`src/rtl/bcd_pkg.sv`:
```
// ---------------------------------------------------------------------------
// bcd_pkg
// Shared types and constants for the BCD-to-binary number encoder.
//   bcd_digit_t   : one packed BCD digit (4 bits)
//   enc_state_t   : encoder FSM states (IDLE, CONV, DONE)
//   BCD_MAX_DIGIT : largest legal decimal digit value
//   cnt_width()   : width of the digit counter for a given digit count
// ---------------------------------------------------------------------------
package bcd_pkg;

  typedef logic [3:0] bcd_digit_t;

  typedef enum logic [1:0] {
    IDLE,
    CONV,
    DONE
  } enc_state_t;

  localparam bcd_digit_t BCD_MAX_DIGIT = 4'd9;

  // A single-digit word still needs a one-bit counter.
  function automatic int cnt_width(input int n_digits);
    return (n_digits > 1) ? $clog2(n_digits) : 1;
  endfunction

endpackage

```
`src/rtl/bcd_mac_step.sv`:
```
// ---------------------------------------------------------------------------
// bcd_mac_step
// Combinational multiply-accumulate step: o_acc_out = (i_acc_in*10 + digit)
// modulo 2^OUT_W.
// Optional feature macro: BCD_DIGIT_CHECK_EN
//   defined   : digits above 9 raise o_bad and are clamped to 9
//   undefined : digits used raw, o_bad tied to 0
// Ports:
//   i_acc_in  [OUT_W] : running accumulator
//   i_digit   [4]     : digit being consumed
//   o_acc_out [OUT_W] : updated accumulator
//   o_bad             : digit was not a legal decimal digit
// ---------------------------------------------------------------------------
module bcd_mac_step
  import bcd_pkg::*;
#(
  parameter int OUT_W = 27
) (
  input  logic [OUT_W-1:0] i_acc_in,
  input  bcd_digit_t       i_digit,
  output logic [OUT_W-1:0] o_acc_out,
  output logic             o_bad
);

  logic [OUT_W+3:0] w_acc_ext;
  logic [OUT_W+3:0] w_times10;
  logic [OUT_W+3:0] w_sum;
  bcd_digit_t       w_digit_eff;
  logic             w_unused_hi;

  // x*10 as x*8 + x*2, kept four bits wider before the modulo truncation.
  assign w_acc_ext = {4'b0000, i_acc_in};
  assign w_times10 = (w_acc_ext << 3) + (w_acc_ext << 1);

`ifdef BCD_DIGIT_CHECK_EN
  assign o_bad       = (i_digit > BCD_MAX_DIGIT);
  assign w_digit_eff = o_bad ? BCD_MAX_DIGIT : i_digit;
`else
  assign o_bad       = 1'b0;
  assign w_digit_eff = i_digit;
`endif

  assign w_sum     = w_times10 + {{OUT_W{1'b0}}, w_digit_eff};
  assign o_acc_out = w_sum[OUT_W-1:0];

  // Bits above OUT_W are dropped on purpose: wrap-around is modulo 2^OUT_W.
  assign w_unused_hi = ^w_sum[OUT_W+3:OUT_W];

endmodule

```
`src/rtl/bcd_number_encoder.sv`:
```
// ---------------------------------------------------------------------------
// bcd_number_encoder
// Converts a packed BCD word into a binary value, one digit per cycle,
// most significant digit first (acc = acc*10 + digit).
// Optional feature macro: BCD_DIGIT_CHECK_EN (digit range check + clamp).
// Ports:
//   clk, rst_n             : clock, asynchronous active-low reset
//   i_in_valid, o_in_ready : input handshake
//   i_in_bcd [4*N_DIGITS]  : digit i at [4*i +: 4]
//   o_out_valid, i_out_ready : output handshake
//   o_out_data [OUT_W]     : binary result, held until the next result
//   o_out_err              : a digit of the word exceeded 9 (feature only)
// ---------------------------------------------------------------------------
module bcd_number_encoder
  import bcd_pkg::*;
#(
  parameter int N_DIGITS = 8,
  parameter int OUT_W    = 27
) (
  input  logic                  clk,
  input  logic                  rst_n,
  input  logic                  i_in_valid,
  output logic                  o_in_ready,
  input  logic [4*N_DIGITS-1:0] i_in_bcd,
  output logic                  o_out_valid,
  input  logic                  i_out_ready,
  output logic [OUT_W-1:0]      o_out_data,
  output logic                  o_out_err
);

  localparam int             CNT_W    = cnt_width(N_DIGITS);
  localparam logic [CNT_W-1:0] CNT_LAST = CNT_W'(N_DIGITS - 1);

  enc_state_t            r_state;
  enc_state_t            w_state_next;
  logic [4*N_DIGITS-1:0] r_word;
  logic [OUT_W-1:0]      r_acc;
  logic [CNT_W-1:0]      r_cnt;
  logic                  r_err;
  logic [OUT_W-1:0]      r_out_data;
  logic                  r_out_err;

  logic                  w_accept;
  logic                  w_last;
  bcd_digit_t            w_digits [N_DIGITS];
  logic [OUT_W-1:0]      w_acc_next;
  logic                  w_bad;

  // Unpack the captured word so the current digit is a plain array lookup.
  for (genvar g = 0; g < N_DIGITS; g++) begin : g_digits
    assign w_digits[g] = r_word[4*g +: 4];
  end

  bcd_mac_step #(
    .OUT_W (OUT_W)
  ) u_mac_step (
    .i_acc_in  (r_acc),
    .i_digit   (w_digits[r_cnt]),
    .o_acc_out (w_acc_next),
    .o_bad     (w_bad)
  );

  assign w_last = (r_cnt == '0);

  always_ff @(posedge clk or negedge rst_n) begin
    if (!rst_n) begin
      r_state <= IDLE;
    end else begin
      r_state <= w_state_next;
    end
  end

  always_comb begin
    w_state_next = r_state;
    o_in_ready   = 1'b0;
    o_out_valid  = 1'b0;
    w_accept     = 1'b0;
    case (r_state)
      IDLE: begin
        o_in_ready = 1'b1;
        w_accept   = i_in_valid;
        if (i_in_valid) begin
          w_state_next = CONV;
        end
      end
      CONV: begin
        if (w_last) begin
          w_state_next = DONE;
        end
      end
      DONE: begin
        o_out_valid = 1'b1;
        if (i_out_ready) begin
          w_state_next = IDLE;
        end
      end
      default: w_state_next = IDLE;
    endcase
  end

  // Datapath: capture on handshake, accumulate in CONV, publish the final
  // accumulator together with the sticky error only after the last digit,
  // so a partial result never reaches the output registers.
  always_ff @(posedge clk or negedge rst_n) begin
    if (!rst_n) begin
      r_word     <= '0;
      r_acc      <= '0;
      r_cnt      <= '0;
      r_err      <= 1'b0;
      r_out_data <= '0;
      r_out_err  <= 1'b0;
    end else begin
      if (w_accept) begin
        r_word <= i_in_bcd;
        r_acc  <= '0;
        r_err  <= 1'b0;
        r_cnt  <= CNT_LAST;
      end else if (r_state == CONV) begin
        r_acc <= w_acc_next;
        r_err <= r_err | w_bad;
        r_cnt <= r_cnt - 1'b1;
        if (w_last) begin
          r_out_data <= w_acc_next;
          r_out_err  <= r_err | w_bad;
        end
      end
    end
  end

  assign o_out_data = r_out_data;
  assign o_out_err  = r_out_err;

endmodule

```
`config.mk`:
```
export PLATFORM = sky130hd
export DESIGN_NAME = bcd_number_encoder
export DESIGN_NICKNAME = d
export VERILOG_FILES = /design/src/rtl/bcd_pkg.sv /design/src/rtl/bcd_mac_step.sv /design/src/rtl/bcd_number_encoder.sv
export SDC_FILE = /design/constraint.sdc
export NUM_CORES = 1
export LEC_CHECK = 0
export ABC_AREA = 1
export CAP_MARGIN = 10
export CORE_MARGIN = 1
export CORE_UTILIZATION = 50
export CTS_BUF_LIST = sky130_fd_sc_hd__clkbuf_4 sky130_fd_sc_hd__clkbuf_8
export DETAILED_ROUTE_END_ITERATION = 8
export PLACE_DENSITY = 0.72
export SLEW_MARGIN = 40
export SYNTH_ARGS = -nofsm -noshare
export SYNTH_HDL_FRONTEND = slang
export SYNTH_SLANG_ARGS = --single-unit
```
`constraint.sdc`:
```
create_clock -name clk -period 7.9 [get_ports clk]
set_input_delay 1.58 -clock clk [delete_from_list [all_inputs] [get_ports clk]]
set_output_delay 1.58 -clock clk [all_outputs]
set_load 0.03 [all_outputs]
```
==> results.md, run 1 <==
* GRT Total Usage at 25.8%
* HP Start: o_out_data[4]$_DFFE_PN0P_
* Core Util, Final at around 60%
* Hold depth at 2
* Worst endpoint required time at between 8 and 9 ns
* Die area at approximately 12000 um2
* Slew Viols, Final at 0
* Total gr overflow at 0
* Crit share post-route at 44.7%
* Worst-path fanout max at 36
* Critical-path top delay cell: nor2_4
* CP max stage delay at 0.63 ns
* Top_reg_cell synth: dfrtp_1
* Status: finished clean
* RSZ-0062 raised after global routing: false
* Commonest non-fill, non-tap cell in the layout: nand2_1
* TritonCTS clock tree: yes
* Syn avg cell area at roughly 7.1 um2
* Seq/Total Area, Yosys at 38.4%
* Num Clock Sinks at 90
* Post CTS Setup Buffer Count at 0
* RR Endpoint: r_acc[10]$_DFFE_PN0P_
* Max Cap Viol at 0
* Fin crit period at 3.53 ns
* Syn Nets at 917
* # rows at 39
* Max Clock Freq at 0.283 GHz
* Share of layout cells above drive strength 1 at 4.94%
* R2R cell count at 15
* Hold Crit Endpoint: o_out_data[4]$_DFFE_PN0P_
* Diode count at 0
* Crit end category: flip-flop
* Clock buffer depth at 2
* First-pass GRT wire length at ~24000 um
* Most frequent cells in the layout: nand2_1, inv_1, dfrtp_1
* Final Hold Fails at 0
* Initial antenna violation count at 0
* Mean routed wirelength per cell at 13.9 um
* Worst-Skew Late Latency at 0.39 ns
* Layout Nets at ~970
* Synth unique cells at 33
* Core box area at 11400 um2
* Slew HR at 46.5%
* I/O pin cnt at 66
* Final setup fails at 0
* Final ANT Viol Nets at 0
* Routed wire length at approximately 14000 um
* Layout area overhead at 15.4%
* # H-tree levels at 3
* # resized after CTS at 0
* Worst hold path type: reg2reg
* Root buffer cell: clkbuf_8
* Routability cong. at 0.942
* Hold-fix buffers, CTS at 0
* Synth async-reset ratio at 100%
* Largest net degree at the start of global routing at 58
* Placed Area at about 6600 um2
* Mapped cell area at about 5900 um2
* Crit path DAT at 3.83 ns
* DR vias at 5354
* Reg2reg setup slack at 4.43 ns
* Final HPWL DP at about 11000 um
* CP Class: in2reg
* Reg-to-Reg Start: r_cnt[0]$_DFFE_PN0P_
* Yosys reg bits at 90
* Worst Setup Start Kind: input pin
* CTS Buf Count at 9
* Detailed Routing Iterations Pass 1 at 5
* Via/cell ratio at approximately 5.2
* Yosys warns at 0
* Setup TNS at 0 ns
* # DRC at 0
* Starting DRT DRC Count at 300
* Post-Syn Instances at between 800 and 900
* Slew @ Worst Pin at ~0.8 ns
* Buffer and inverter count on the worst path at 3
* Clock Skew at 0.0118 ns
* Crit path cell chain: clkdlybuf4s50_1 > nand2_2 > inv_2 > nor2_4 > inv_1 > o22ai_1
* Post-synth EDFFs at 0
* Starting Density at 51.4%
* Fin area at 6770 um2
* Top delay family on crit path: simple AND/OR/NAND/NOR gates
* Vias in the first global route at 5119
* DIE HEIGHT at between 100 and 150 um
* Port bufs at 64
* Chip width at ~110 um
* Reg clk slew, reported paths at ~0.090 ns
* Min Hold Slack at 0.485 ns
## worst min-delay path, stage by stage (launching register included)
cell	delay (ns)
dfrtp_1	0.35
nand2_1	0.05
nand2_1	0.05
## state kept, by name, indices dropped and copies added, names as in the netlist
name,count
r_word,32
r_acc,26
o_out_data,27
r_cnt,3
r_state,2
## area by class of cell
class	count	area [um2]
Fill cell	1096	4650
Multi-Input combinational cell	619	3140
Sequential cell	90	2250
Timing Repair Buffer	65	646
Inverter	100	375
Tap cell	143	179
Clock buffer	10	131
Clock inverter	6	48.8
## Yosys cell counts (3+ instances only)
cell type,instances,area [um2]
nand2_1,352,1320
inv_1,95,357
dfrtp_1,90,2250
nand3_1,56,280
ha_1,50,626
nor2_1,48,180
o21ai_0,29,145
a21oi_1,13,65.1
buf_2,13,65.1
nand2_2,9,56.3
o21ai_1,8,40.0
nand3b_1,6,45.0
nand4_1,6,37.5
nor2_2,6,37.5
nor2_4,6,67.6
inv_2,5,18.8
o22ai_1,5,31.3
or2_1,4,25.0
xnor2_1,4,35.0
xor2_1,4,35.0
clkbuf_1,3,11.3
## layer usage
layer | GRT usage [%] | vias to the layer above | wire length [um]
met1 | 33.0 | 2469 | 6480
met2 | 43.6 | 156 | 6790
li1 | - | 2703 | -
met5 | 0 | - | 0
met3 | 3.70 | 26 | 695
met4 | 10.4 | 0 | 362
## logic make-up (layout without fill, tap and decap cells)
| group | after synthesis | after routing | synth area share (%) |
|---|---|---|---|
| simple gates | 496 | 496 | 35.2 |
| buf+inv | 120 | 181 | 8.10 |
| flops | 90 | 90 | 38.4 |
| compound gates | 62 | 62 | 5.69 |
| fa+ha+maj | 52 | 52 | 11.3 |
| xor+xnor | 8 | 8 | 1.19 |
| other cells | 1 | 1 | 0.0639 |
## how the worst max path moves through the flow
stage / start / to / slack (ns) / depth (start not counted)
after floorplan: r_cnt[0]$_DFFE_PN0P_ / r_acc[10]$_DFFE_PN0P_ / 5.06 / 16
after global placement: i_in_valid / r_acc[0]$_DFFE_PN0P_ / 4.05 / 6
after detailed placement: i_in_valid / r_acc[0]$_DFFE_PN0P_ / 3.99 / 6
after CTS: i_in_valid / r_acc[0]$_DFFE_PN0P_ / 4.39 / 6
after global routing: i_in_valid / r_acc[0]$_DFFE_PN0P_ / 4.10 / 6
final: i_in_valid / r_acc[0]$_DFFE_PN0P_ / 4.37 / 6
## per-stage QoR
| step | std cells | setup slack [ns] |
|---|---|---|
| after floorplan | 829 | 5.06 |
| final | 1033 | 4.37 |
| after global routing | 1033 | 4.10 |
| after detailed placement | 1017 | 3.99 |
| after CTS | 1033 | 4.39 |
| after global placement | 1017 | 4.05 |
Power of run 1 is left out: the tool's default activity adds up to more than one toggle a clock period on the data nets, which glitch-free logic cannot reach.
==> inputs of run 2 (changes only) <==
==> constraint.sdc (replaced) <==
create_clock -name clk -period 3.35 [get_ports clk]
set_input_delay 0.67 -clock clk [delete_from_list [all_inputs] [get_ports clk]]
set_output_delay 0.67 -clock clk [all_outputs]
set_load 0.03 [all_outputs]
==> results.md, run 2 (synthesis results as in run 1) <==
* Final Hold Fails at 0 (unchanged)
* Worst hold path type: in2async
* Worst-path fanout max at 20 (-44%)
* Largest net degree at the start of global routing at 42 (-28%)
* I/O pin cnt at 66 (unchanged)
* Chip width at 110 um (unchanged)
* Biggest register: r_word
* Num Clock Sinks at 90 (unchanged)
* Max reg flops at 32 (unchanged)
* Crit path DAT at 3.30 ns (-0.53 ns)
* Final setup fails at 0 (unchanged)
* Vias in the first global route at 5326 (+4.0%)
* Status: finished clean
* Hold-fix buffers, CTS at 0 (unchanged)
* CP Class: reg2reg
* Max Clock Freq at 0.331 GHz
* R2R cell count at 15 (unchanged)
* Slew Viols, Final at 0 (unchanged)
* # H-tree levels at 3 (unchanged)
* Slew @ Worst Pin at 0.638 ns (-0.160 ns)
* Setup TNS at 0 ns (unchanged)
* Worst-Skew Late Latency at 0.39 ns (about the same)
* Clock Skew at 0.0122 ns (+0.000396 ns)
* Die area at 12200 um2 (unchanged)
* Via/cell ratio at 5.21 (+0.50%)
* Commonest non-fill, non-tap cell in the layout: nand2_1
* Initial antenna violation count at 0 (unchanged)
* First-pass GRT wire length at 24900 um (+4.1%)
* Post-placement cell count at 1023 (+0.59%)
* CP max stage delay at 0.52 ns (-0.11 ns)
* DIE HEIGHT at 110 um (unchanged)
* RR Endpoint: o_out_data[16]$_DFFE_PN0P_
* Port bufs at 64 (unchanged)
* Final ANT Viol Nets at 0 (unchanged)
* Max Cap Viol at 0 (unchanged)
* Reg-to-Reg Start: r_cnt[0]$_DFFE_PN0P_
* Crit share post-route at 90.1%
* Fin crit period at 3.02 ns
* Total gr overflow at 0 (unchanged)
* Critical-path top delay cell: dfrtp_2
* Most frequent cells in the layout: nand2_1, inv_1, dfrtp_1
* Mean routed wirelength per cell at 14.5 um (+4.4%)
* Crit end category: flip-flop
* Core box area at 11400 um2 (unchanged)
* Reg2reg setup slack at 0.33 ns (-4.10 ns)
* Final Instance Count excl. Fillers at 1039 (+0.58%)
* Final HPWL DP at 11800 um (+8.6%)
* Starting DRT DRC Count at 249 (-17%)
* GRT Total Usage at 27.3% (+1.6 points)
* Diode count at 0 (unchanged)
* # DRC at 0 (unchanged)
* Detailed Routing Iterations Pass 1 at 5 (unchanged)
* RSZ-0062 raised after global routing: false
* Reg clk slew, reported paths at 0.10 ns (about the same)
* Layout Nets at 979 (+0.62%)
* TritonCTS clock tree: yes
* Crit-path most repeated cell: nand2_1
* Worst Setup Start Kind: flip-flop
* Starting Density at 51.4% (unchanged)
* Crit path cell chain: inv_4 > o21ai_0 > o221ai_1 > o21ai_1 > fa_1 > inv_1 > fa_1 > nand2_1 > nand2_1 > nand3_1 > nand2_1 > nand3_1 > nand3b_1 > nand3_1 > nand2_1
* Layout area overhead at 16.4%
* # rows at 39 (unchanged)
* Routed wire length at 15000 um (+5.0%)
* Share of layout cells above drive strength 1 at 5.80% (+0.86 points)
* Worst endpoint required time at 3.63 ns (-4.58 ns)
* DR vias at 5412 (+1.1%)
* Routability cong. at 0.921 (-2.2%)
* Root buffer cell: clkbuf_8
* Clock buffer depth at 2 (unchanged)
* CTS Buf Count at 9 (unchanged)
* Slew HR at 57.4% (+11 points)
## run 2: cell count changes in the layout (fill, tap and decap cells not counted)
cell,previous run,this run
clkbuf_8,9,10
clkinv_1,1,0
dfrtp_2,0,1
clkinv_2,0,1
clkinv_4,1,2
clkbuf_4,1,0
dfrtp_1,90,89
inv_4,0,1
clkinvlp_4,3,0
inv_6,2,3
buf_4,2,8
## run 2: final cells by class
type	count	area, um2
clock inverter	6	48.8
tap	143	179
inverter	100	378
sequential	90	2250
clock buffer	10	138
fill	1104	4590
timing repair buffer	71	691
multi-input combinational	619	3140
## run 2: worst max-delay path, delay by kind of cell (launching register included)
kind,cells,cell delay [ns]
flip-flops,1,0.52
buffers and inverters,2,0.27
AND/OR/NAND/NOR,8,0.81
AO/OA/AOI/OAI,3,0.36
adder cells (fa/ha/maj),2,0.95
## run 2: layer usage
layer  global-route usage (%)  share of wire, %  up-vias
met4                     13.8               3.9        0
met1                     33.4                43     2480
met5                        0                 0        -
li1                         -                 -     2714
met2                     45.5                47      174
met3                     5.88               5.7       44
## run 2: per-stage QoR
stage | area (um2) | worst slack (ns) | hold WS (ns) | utilization [%]
final | 6830 | 0.333 | 0.248 | 59.8
after global routing | 6830 | 0.0958 | 0.276 | 59.8
after global placement | 6640 | 0.249 | 0.463 | 58.1
after detailed placement | 6640 | 0.159 | 0.462 | 58.1
after floorplan | 5870 | 0.513 | 0.374 | -
after CTS | 6820 | 0.157 | 0.268 | 59.8
## run 2: worst max-delay path by stage
stage                          from                    endpoint  slack, ns  cells after the start
6_report       r_cnt[0]$_DFFE_PN0P_  o_out_data[16]$_DFFE_PN0P_       0.33                     15
5_1_grt        r_cnt[0]$_DFFE_PN0P_       r_acc[18]$_DFFE_PN0P_        0.1                     16
4_1_cts        r_cnt[0]$_DFFE_PN0P_  o_out_data[16]$_DFFE_PN0P_       0.16                     16
3_5_place_dp   r_cnt[0]$_DFFE_PN0P_  o_out_data[16]$_DFFE_PN0P_       0.16                     16
3_3_place_gp   r_cnt[0]$_DFFE_PN0P_  o_out_data[16]$_DFFE_PN0P_       0.25                     15
2_1_floorplan  r_cnt[0]$_DFFE_PN0P_       r_acc[10]$_DFFE_PN0P_       0.51                     16
## run 2: timing repair
| item | in CTS | in global routing |
|---|---|---|
| resized for setup | 0 | 4 |
| setup buffers | 0 | 0 |
| endpoints found under the setup margin | 0 | 18 |
Power of run 2 is left out for the same reason.
==> inputs of run 3 (changes only) <==
--- a/config.mk
+++ b/config.mk
@@ -11,6 +11,7 @@
 export CORE_UTILIZATION = 50
 export CTS_BUF_LIST = sky130_fd_sc_hd__clkbuf_4 sky130_fd_sc_hd__clkbuf_8
 export DETAILED_ROUTE_END_ITERATION = 8
+export GPL_ROUTABILITY_DRIVEN = 0
 export PLACE_DENSITY = 0.72
 export SLEW_MARGIN = 40
 export SYNTH_ARGS = -nofsm -noshare
==> results.md, run 3 (synthesis results as in run 1) <==
* GRT Total Usage at 27.1% (-0.29 points)
* Biggest register: r_word
* Worst hold path type: in2async
* First-pass GRT wire length at 24900 um (-0.14%)
* Most frequent cells in the layout: nand2_1, inv_1, dfrtp_1
* Buffer and inverter count on the worst path at 2 (unchanged)
* Crit-path most repeated cell: nand2_1
* Max Cap Viol at 0 (unchanged)
* Final ANT Viol Nets at 0 (unchanged)
* Top delay family on crit path: adder cells
* Num Clock Sinks at 90 (unchanged)
* Initial antenna violation count at 0 (unchanged)
* I/O pin cnt at 66 (unchanged)
* Final HPWL DP at 11500 um (-2.3%)
* Commonest non-fill, non-tap cell in the layout: nand2_1
* Share of layout cells above drive strength 1 at 5.58% (-0.22 points)
* # H-tree levels at 3 (unchanged)
* RSZ-0062 raised after global routing: false
* Max reg flops at 32 (unchanged)
* Max Clock Freq at 0.327 GHz (-1.4%)
* Routed wire length at 15100 um (+0.22%)
* Final Hold Fails at 0 (unchanged)
* CP Class: reg2reg
* Total gr overflow at 0 (unchanged)
* Clock buffer depth at 2 (unchanged)
* Critical-path top delay cell: fa_1
* Slew Viols, Final at 0 (unchanged)
* Port bufs at 64 (unchanged)
* CTS Buf Count at 9 (unchanged)
* Worst-Skew Late Latency at 0.39 ns (about the same)
* Crit share post-route at 91.3% (+1.3 points)
* Setup TNS at 0 ns (unchanged)
* Final setup fails at 0 (unchanged)
* DR vias at 5369 (-0.79%)
* Worst-path fanout max at 20 (unchanged)
* Layout Nets at 979 (unchanged)
* CP max stage delay at 0.49 ns (-0.03 ns)
* Stages on the worst setup path at 15 (unchanged)
* Hold-fix buffers, CTS at 0 (unchanged)
* Mean routed wirelength per cell at 14.5 um (+0.22%)
* Largest net degree at the start of global routing at 91 (+120%)
* Slew HR at 56.0% (-1.4 points)
* # DRC at 0 (unchanged)
* Root buffer cell: clkbuf_8
* Die area at 12200 um2 (unchanged)
* Fill cell count at 1079 (-2.3%)
* R2R cell count at 15 (unchanged)
* Status: finished clean
* # resized after CTS at 0 (unchanged)
* Vias in the first global route at 5315 (-0.21%)
* Worst endpoint required time at 3.63 ns (about the same)
* Fin crit period at 3.06 ns (+0.0428 ns)
* TritonCTS clock tree: yes
* Layout area overhead at 16.9%
* Worst Setup Start Kind: flip-flop
* DIE HEIGHT at 110 um (unchanged)
* Post CTS Setup Buffer Count at 0 (unchanged)
* Diode count at 0 (unchanged)
* Detailed Routing Iterations Pass 1 at 5 (unchanged)
* Starting DRT DRC Count at 344 (+38%)
* Crit path cell chain: inv_2 > o21ai_0 > o221ai_1 > o21ai_1 > fa_1 > inv_1 > fa_1 > nand2_1 > nand2_1 > nand3_1 > nand2_1 > nand3_1 > nand3b_1 > nand3_1 > nand2_1
* Starting Density at 51.4% (unchanged)
* Slew @ Worst Pin at 0.659 ns (+0.0210 ns)
* Reg clk slew, reported paths at 0.10 ns (about the same)
* Crit end category: flip-flop
* Via/cell ratio at 5.17 (-0.79%)
* # rows at 39 (unchanged)
* Crit path DAT at 3.34 ns (+0.04 ns)
* Clock Skew at 0.0138 ns (+0.00160 ns)
* Chip width at 110 um (unchanged)
* Core box area at 11400 um2 (unchanged)
run 3: path summary, 6_finish.rpt:
kind / slack, ns / start / to
min reg2reg: 0.49 / o_out_data[10]$_DFFE_PN0P_ / o_out_data[10]$_DFFE_PN0P_
max: 0.29 / r_cnt[0]$_DFFE_PN0P_ / o_out_data[16]$_DFFE_PN0P_
min in group clk: 0.49 / o_out_data[10]$_DFFE_PN0P_ / o_out_data[10]$_DFFE_PN0P_
max reg2reg: 0.29 / r_cnt[0]$_DFFE_PN0P_ / o_out_data[16]$_DFFE_PN0P_
max in group asynchronous: 2.66 / rst_n / r_word[29]$_DFFE_PN0P_
min: 0.31 / rst_n / o_out_data[9]$_DFFE_PN0P_
run 3: area by class of cell:
cell class,count,area (um2),area share (%)
flip-flops and latches,90,2250,32.8
inverters,100,375,5.47
clock buffers,10,138,2.01
repair buffers,71,703,10.2
multi-input cells,619,3140,45.8
well taps,143,179,2.61
clock inverters,6,73.8,1.08
run 3: worst register-to-register path, delay by kind of cell (launching register included):
kind / cells / cell delay [ns]
buf+inv: 2 / 0.33
flops: 1 / 0.48
fa+ha+maj: 2 / 0.96
simple gates: 8 / 0.80
compound gates: 3 / 0.38
run 3: layer usage:
metal	global-route usage, %	vias up	share of wire [%]
met3	5.17	45	6.0
li1	-	2716	-
met4	15.0	0	4.4
met1	33.4	2419	42
met5	0	-	0
met2	44.5	189	47
run 3: stage by stage:
step	utilization (%)	cell area (um2)	hold slack [ns]	setup WS, ns	std cells
floorplan	-	5870	0.374	0.513	829
global placement	58.2	6650	0.459	0.392	1023
detailed placement	58.2	6650	0.468	0.337	1023
CTS	60.1	6860	0.330	0.321	1039
global route	60.1	6860	0.350	0.0367	1039
finish	60.1	6860	0.313	0.290	1039
Power of run 3 is left out for the same reason.
